<file path="config.mk">
export PLATFORM = sky130hd
export DESIGN_NAME = usb_sniffer_axi_arb
export DESIGN_NICKNAME = d
export VERILOG_FILES = /design/src/rtl/usb_sniffer_axi_arb_pkg.sv /design/src/rtl/usb_sniffer_axi_arb_rr.sv /design/src/rtl/usb_sniffer_axi_arb.sv
export SDC_FILE = /design/constraint.sdc
export NUM_CORES = 1
export LEC_CHECK = 0
export ABC_AREA = 1
export BUFFER_PORTS_ARGS = -buffer_cell sky130_fd_sc_hd__buf_2
export CAP_MARGIN = 15
export CORE_AREA = 5 5 155 157
export DETAILED_ROUTE_END_ITERATION = 16
export DIE_AREA = 0 0 160 162
export GPL_TIMING_DRIVEN = 0
export PLACE_DENSITY = 0.53
export SLEW_MARGIN = 20
export SYNTH_ARGS = -nofsm -noshare
export SYNTH_HDL_FRONTEND = slang
export SYNTH_SLANG_ARGS = --single-unit
</file>
<file path="constraint.sdc">
create_clock -name clk_i -period 2 [get_ports clk_i]
set_clock_uncertainty 0.15 [all_clocks]
set_input_delay 0.5 -clock clk_i [delete_from_list [all_inputs] [get_ports clk_i]]
set_output_delay 0.5 -clock clk_i [all_outputs]
set_load 0.005 [all_outputs]
</file>
<file path="src/rtl/usb_sniffer_axi_arb_pkg.sv">
// Shared types and constants for the two-port USB sniffer AXI request arbiter.
package usb_sniffer_axi_arb_pkg;

  typedef enum logic [1:0] {
    ST_IDLE  = 2'd0,
    ST_HOLD  = 2'd1,
    ST_BURST = 2'd2
  } arb_state_t;

  localparam int ID_PORT_BIT = 3;
  localparam int BEATS_W     = 8;

  // id[3] is not carried: it is replaced by the source port on the way out.
  typedef struct packed {
    logic               valid;
    logic               write;
    logic [31:0]        addr;
    logic [2:0]         id;
    logic [BEATS_W-1:0] len;
    logic [1:0]         burst;
    logic [31:0]        wdata;
    logic [3:0]         wstrb;
  } req_t;

endpackage

</file>
<file path="src/rtl/usb_sniffer_axi_arb_rr.sv">
// Two-way round-robin picker: one-hot grant from a request pair and a pointer.
module usb_sniffer_axi_arb_rr #(
  parameter int FIXED_PRIO = 0
) (
  input  logic [1:0] i_request,
  input  logic       i_rr,
  output logic [1:0] o_grant
);

  always_comb begin
    o_grant = 2'b00;
    case (i_request)
      2'b01:   o_grant = 2'b01;
      2'b10:   o_grant = 2'b10;
      2'b11:   o_grant = ((FIXED_PRIO != 0) || !i_rr) ? 2'b01 : 2'b10;
      default: o_grant = 2'b00;
    endcase
  end

endmodule

</file>
<file path="src/rtl/usb_sniffer_axi_arb.sv">
// Two-port AXI-style request arbiter with burst locking and ID-based response routing.
module usb_sniffer_axi_arb
  import usb_sniffer_axi_arb_pkg::*;
#(
  parameter int FIXED_PRIO = 0
) (
  input  logic        clk_i,
  input  logic        rst_i,

  input  logic        in0_valid_i,
  input  logic        in0_write_i,
  input  logic [31:0] in0_addr_i,
  input  logic [3:0]  in0_id_i,
  input  logic [7:0]  in0_len_i,
  input  logic [1:0]  in0_burst_i,
  input  logic [31:0] in0_wdata_i,
  input  logic [3:0]  in0_wstrb_i,
  output logic        in0_accept_o,
  output logic        in0_bvalid_o,
  output logic [1:0]  in0_bresp_o,
  output logic [3:0]  in0_bid_o,
  input  logic        in0_bready_i,
  output logic        in0_rvalid_o,
  output logic [31:0] in0_rdata_o,
  output logic [1:0]  in0_rresp_o,
  output logic [3:0]  in0_rid_o,
  output logic        in0_rlast_o,
  input  logic        in0_rready_i,

  input  logic        in1_valid_i,
  input  logic        in1_write_i,
  input  logic [31:0] in1_addr_i,
  input  logic [3:0]  in1_id_i,
  input  logic [7:0]  in1_len_i,
  input  logic [1:0]  in1_burst_i,
  input  logic [31:0] in1_wdata_i,
  input  logic [3:0]  in1_wstrb_i,
  output logic        in1_accept_o,
  output logic        in1_bvalid_o,
  output logic [1:0]  in1_bresp_o,
  output logic [3:0]  in1_bid_o,
  input  logic        in1_bready_i,
  output logic        in1_rvalid_o,
  output logic [31:0] in1_rdata_o,
  output logic [1:0]  in1_rresp_o,
  output logic [3:0]  in1_rid_o,
  output logic        in1_rlast_o,
  input  logic        in1_rready_i,

  output logic        out_valid_o,
  output logic        out_write_o,
  output logic [31:0] out_addr_o,
  output logic [3:0]  out_id_o,
  output logic [7:0]  out_len_o,
  output logic [1:0]  out_burst_o,
  output logic [31:0] out_wdata_o,
  output logic [3:0]  out_wstrb_o,
  input  logic        out_accept_i,
  input  logic        out_bvalid_i,
  input  logic [1:0]  out_bresp_i,
  input  logic [3:0]  out_bid_i,
  output logic        out_bready_o,
  input  logic        out_rvalid_i,
  input  logic [31:0] out_rdata_i,
  input  logic [1:0]  out_rresp_i,
  input  logic [3:0]  out_rid_i,
  input  logic        out_rlast_i,
  output logic        out_rready_o
);

  req_t               w_req [2];
  logic [1:0]         w_req_valid;
  logic [1:0]         w_pick;
  logic               w_sel;
  req_t               w_gnt_req;
  logic               w_fire;
  logic               w_burst_start;
  logic [1:0]         w_accept;
  logic               w_unused_id_msb;

  arb_state_t         r_state;
  logic [BEATS_W-1:0] r_beats;
  logic               r_rr;
  logic               r_grant;

  assign w_req[0] = {in0_valid_i, in0_write_i, in0_addr_i, in0_id_i[2:0], in0_len_i,
                     in0_burst_i, in0_wdata_i, in0_wstrb_i};
  assign w_req[1] = {in1_valid_i, in1_write_i, in1_addr_i, in1_id_i[2:0], in1_len_i,
                     in1_burst_i, in1_wdata_i, in1_wstrb_i};
  // Requesters keep id[3] low; the arbiter overwrites it with the port number.
  assign w_unused_id_msb = in0_id_i[3] ^ in1_id_i[3];

  for (genvar gi = 0; gi < 2; gi++) begin : g_port
    assign w_req_valid[gi] = w_req[gi].valid;
    assign w_accept[gi]    = w_fire && (w_sel == 1'(gi));
  end

  usb_sniffer_axi_arb_rr #(
    .FIXED_PRIO (FIXED_PRIO)
  ) u_rr (
    .i_request (w_req_valid),
    .i_rr      (r_rr),
    .o_grant   (w_pick)
  );

  // Only IDLE picks freshly; HOLD and BURST stay on the frozen grant.
  assign w_sel         = (r_state == ST_IDLE) ? w_pick[1] : r_grant;
  assign w_gnt_req     = w_req[w_sel];
  assign w_fire        = w_gnt_req.valid && out_accept_i;
  assign w_burst_start = w_gnt_req.write && (w_gnt_req.len != '0);

  assign out_valid_o  = w_gnt_req.valid;
  assign out_write_o  = w_gnt_req.write;
  assign out_addr_o   = w_gnt_req.addr;
  assign out_id_o     = {w_sel, w_gnt_req.id};
  assign out_len_o    = w_gnt_req.len;
  assign out_burst_o  = w_gnt_req.burst;
  assign out_wdata_o  = w_gnt_req.wdata;
  assign out_wstrb_o  = w_gnt_req.wstrb;
  assign in0_accept_o = w_accept[0];
  assign in1_accept_o = w_accept[1];

  always_ff @(posedge clk_i or posedge rst_i) begin
    if (rst_i) begin
      r_state <= ST_IDLE;
      r_beats <= '0;
      r_rr    <= 1'b0;
      r_grant <= 1'b0;
    end else begin
      case (r_state)
        ST_IDLE, ST_HOLD: begin
          if (!w_gnt_req.valid) begin
            r_state <= ST_IDLE;
          end else if (w_fire) begin
            r_grant <= w_sel;
            if (w_burst_start) begin
              r_state <= ST_BURST;
              r_beats <= w_gnt_req.len;
            end else begin
              r_state <= ST_IDLE;
              r_rr    <= ~w_sel;
            end
          end else begin
            r_state <= ST_HOLD;
            r_grant <= w_sel;
          end
        end
        ST_BURST: begin
          if (w_fire) begin
            r_beats <= r_beats - BEATS_W'(1);
            if (r_beats == BEATS_W'(1)) begin
              r_state <= ST_IDLE;
              r_rr    <= ~r_grant;
            end
          end
        end
        default: r_state <= ST_IDLE;
      endcase
    end
  end

  // A granted requester must not withdraw its request before it is accepted.
  a_hold_keeps_valid: assert property (@(posedge clk_i) disable iff (rst_i)
    (r_state == ST_HOLD) |-> w_gnt_req.valid);

  logic       w_b_port;
  logic       w_r_port;
  logic [1:0] w_bready;
  logic [1:0] w_rready;

  assign w_b_port = out_bid_i[ID_PORT_BIT];
  assign w_r_port = out_rid_i[ID_PORT_BIT];
  assign w_bready = {in1_bready_i, in0_bready_i};
  assign w_rready = {in1_rready_i, in0_rready_i};

  assign in0_bvalid_o = out_bvalid_i && !w_b_port;
  assign in1_bvalid_o = out_bvalid_i && w_b_port;
  assign in0_bid_o    = {1'b0, out_bid_i[2:0]};
  assign in1_bid_o    = {1'b0, out_bid_i[2:0]};
  assign in0_bresp_o  = out_bresp_i;
  assign in1_bresp_o  = out_bresp_i;
  assign out_bready_o = w_bready[w_b_port];

  assign in0_rvalid_o = out_rvalid_i && !w_r_port;
  assign in1_rvalid_o = out_rvalid_i && w_r_port;
  assign in0_rid_o    = {1'b0, out_rid_i[2:0]};
  assign in1_rid_o    = {1'b0, out_rid_i[2:0]};
  assign in0_rdata_o  = out_rdata_i;
  assign in1_rdata_o  = out_rdata_i;
  assign in0_rresp_o  = out_rresp_i;
  assign in1_rresp_o  = out_rresp_i;
  assign in0_rlast_o  = out_rlast_i;
  assign in1_rlast_o  = out_rlast_i;
  assign out_rready_o = w_rready[w_r_port];

endmodule

</file>
==> summary.txt <==
Run status
  • Status: finished with violations
  • Failing checks: setup timing

Detailed routing
  • Drt pass-1 iters: 4
  • Vias: 4,301
  • Via density: 3.670
  • Detail Route Antenna Nets: 0
  • Post-Route WL: 16.50 mm
  • DR WL/cell: 14.08 um
  • 1st-iter DRT viols: 163
  • DR DRC count: 0

Floorplanning
  • Die area: 25,920 um2
  • Chip Height: 162 um
  • Initial Utilization: 12.12%
  • Row cnt: 55
  • Core Area: 22,370 um2
  • Die X: 160 um
  • Num ports: 404

Clock tree
  • Max H-tree Level: 1
  • Clock Sinks: 12
  • Clock Pin Slew Worst Setup and Hold Paths: 40 ps
  • CTS buffer count: 3
  • Hold bufs inserted after CTS: 0
  • Root buf cell: clkbuf_16
  • CTS tree: yes
  • Clock Path Buffers: 2
  • Worst-skew pair later-pin latency: 240 ps

STA
  • Slew Viols, Final: 0
  • Final period util: 121.1%
  • Slew margin rel.: 65.31%
  • Worst setup margin: -421.1 ps
  • Fin crit period: 2421 ps
  • RSZ-0062 raised after global routing: true
  • Hold WS: 141.9 ps
  • Fmax: 413.0 MHz
  • Hold Vio Cnt, Final: 0
  • Setup TNS: -32,540 ps
  • Final setup viols: 96
  • Slew @ Worst Pin: 519.8 ps

Hold path
  • Hold Crit Class: input pin to async pin

Logic synthesis
  • EDFF count, synth: 0
  • Register area share after synthesis: 11.08%
  • Synth Flop Type: dfrtp_1
  • Ys Warns: 0
  • Syn Inst Count: 500
  • Post-synth ARST share: 100.0%
  • Post-synthesis register bit count: 12
  • Syn Area/Cell: 5.420 um2
  • Cell Area, Synth: 2710 um2
  • Netlist cell types: 31

Layout
  • Layout area overhead: 114.4%
  • Final nets: 1,113
  • Final Util: 25.97%
  • Diode count: 0
  • Commonest non-fill, non-tap cell in the layout: buf_2
  • Multi-input logic area: 1788 um2
  • Post-route cell area: 5809 um2
  • Fraction of layout cells with a size suffix above 1: 65.95%
  • # fillers: 2,517
  • Non-Filler Instances: 1,172
  • Commonest cells after routing, fill and taps aside: buf_2 (345), nand2_1 (209), buf_4 (105), nand2_2 (48), inv_1 (28)
  • Register area: 300.3 um2

Pwr
  • Gate power share: 86.8%
  • Lkg Pwr: 3.590 nW
  • Sw Ratio: 47.69%
  • P_sw: 2.957 mW
  • Power Total: 6.201 mW
  • Clock group share of total power: 5.8%
  • PD cells: 1067 nW/um2
  • Flop pwr share: 7.4%
  • IR drop worst, VDD: 0.0005681 V
  • Internal: 3.244 mW

Place
  • Post-DP HPWL: 13.59 mm
  • Dpl ws: -1078 ps
  • Placed cell area: 4908 um2
  • Placed Cells: 1,142
  • IO buf count: 354
  • GP Congestion: 0.8045

GRT
  • GR Util All Layers: 11.16%
  • GRT Residual Overflow: 0
  • Largest net degree at the start of global routing: 13
  • First-pass GRT wire length: 23.54 mm
  • Initial antenna violation count: 0
  • Vias in the first global route: 4,329

Critical path
  • Worst-path maximum fanout: 10
  • Delay of the slowest cell on the worst path: 420 ps
  • Crit-path cells: nor2_2, nand3_4, nand2_4, buf_12, inv_8, buf_12, buf_8, nand2_1, nand2_1, buf_2
  • Worst EP required: 1350 ps
  • Worst Path Buf+Inv: 5
  • Slowest stage cell on the critical path: dfrtp_1
  • Setup crit end kind: output port
  • CP arrival: 1770 ps
  • WS Path Type: register to output port
  • Startpoint type of the worst setup path: register
  • Family with the most delay on the worst path: buffers and inverters

Flow run
  • Max cap viols: 0
-- path summary, 6_finish.rpt --
kind	start	to	slack, ps	cells after the start
worst min register to register	r_rr	r_rr	340	2
worst max register to register	r_state[0]	r_beats[5]	-270	16
worst max-delay path	r_state[0]	out_addr_o[14]	-420	10
max in group asynchronous	rst_i	r_beats[3]	1210	2
worst min-delay path	rst_i	r_state[0]	140	2
min in group clk_i	r_rr	r_rr	340	2
-- cell usage after synthesis, types with 2 or more instances --
master | n | share of area (%)
nand3_1 | 8 | 1.5
clkbuf_1 | 7 | 0.97
o21ai_2 | 5 | 1.6
nor2_2 | 4 | 0.92
buf_2 | 3 | 0.55
inv_2 | 2 | 0.28
ha_1 | 2 | 0.92
mux2_2 | 2 | 0.83
inv_1 | 31 | 4.3
nand3_4 | 2 | 1.3
o21ai_0 | 10 | 1.8
nand2_4 | 2 | 0.83
nand2_1 | 268 | 37
nor2_1 | 15 | 2.1
nand2_2 | 6 | 1.4
buf_1 | 7 | 0.97
dfrtp_1 | 12 | 11
nand3b_1 | 7 | 1.9
a21oi_1 | 5 | 0.92
buf_4 | 91 | 25
-- state kept, by name (all words and copies together) (netlist names) --
register,count
r_state,2
r_grant,1
r_rr,1
r_beats,8
-- worst register-to-register path: stages, from the launching register on --
cell,delay [ps]
dfrtp_1,420
nor2_2,170
nand3_4,120
nand2_4,100
buf_12,130
buf_4,120
buf_8,130
nand2_2,50
nand2_2,60
nand2_2,60
nor2_4,120
nand2_2,70
nand3_4,100
nand2_4,90
buf_8,160
o21ai_2,50
nand2_1,50
-- area by class of cell --
type / instances / share of cell area, %
clock buffer: 3 / 1.292
timing repair buffer: 381 / 37.09
inverter: 34 / 2.326
tap: 285 / 6.138
buffer: 110 / 17.21
sequential: 12 / 5.169
multi-input combinational: 347 / 30.78
-- timing repair --
item	in CTS	in global routing
resized for setup	76	75
pin swaps	14	19
cloned	2	2
setup endpoints to repair	95	96
buffers inserted	21	5
-- metal layers --
metal	GRT usage (%)	vias up	wire, um
li1	-	2182	-
met4	1.721	0	281
met2	20.71	234	8486
met5	0	-	0
met3	1.573	10	1320
met1	13.97	1875	6408
-- power by group through the flow --
stage | Sequential [mW] | Combinational (mW) | Clock (mW)
floorplan | 0.437 | 2.23 | 0
global placement | 0.455 | 3.94 | 0
detailed placement | 0.459 | 3.95 | 0
CTS | 0.456 | 4.96 | 0.367
global route | 0.470 | 5.90 | 0.375
finish | 0.459 | 5.38 | 0.360
-- cell families (layout without fill, tap and decap cells) --
logic type	Yosys count	count (layout)	synth area share [%]
other	1	4	0.1384
adders and majority gates	2	2	0.9232
DFF	12	12	11.08
and+or+nand+nor	316	316	48.11
muxes	2	2	0.8310
AOI/OAI and AO/OA	23	23	5.540
buffers and inverters	144	528	33.38
Note: power is estimated with default switching activity, not from simulation.
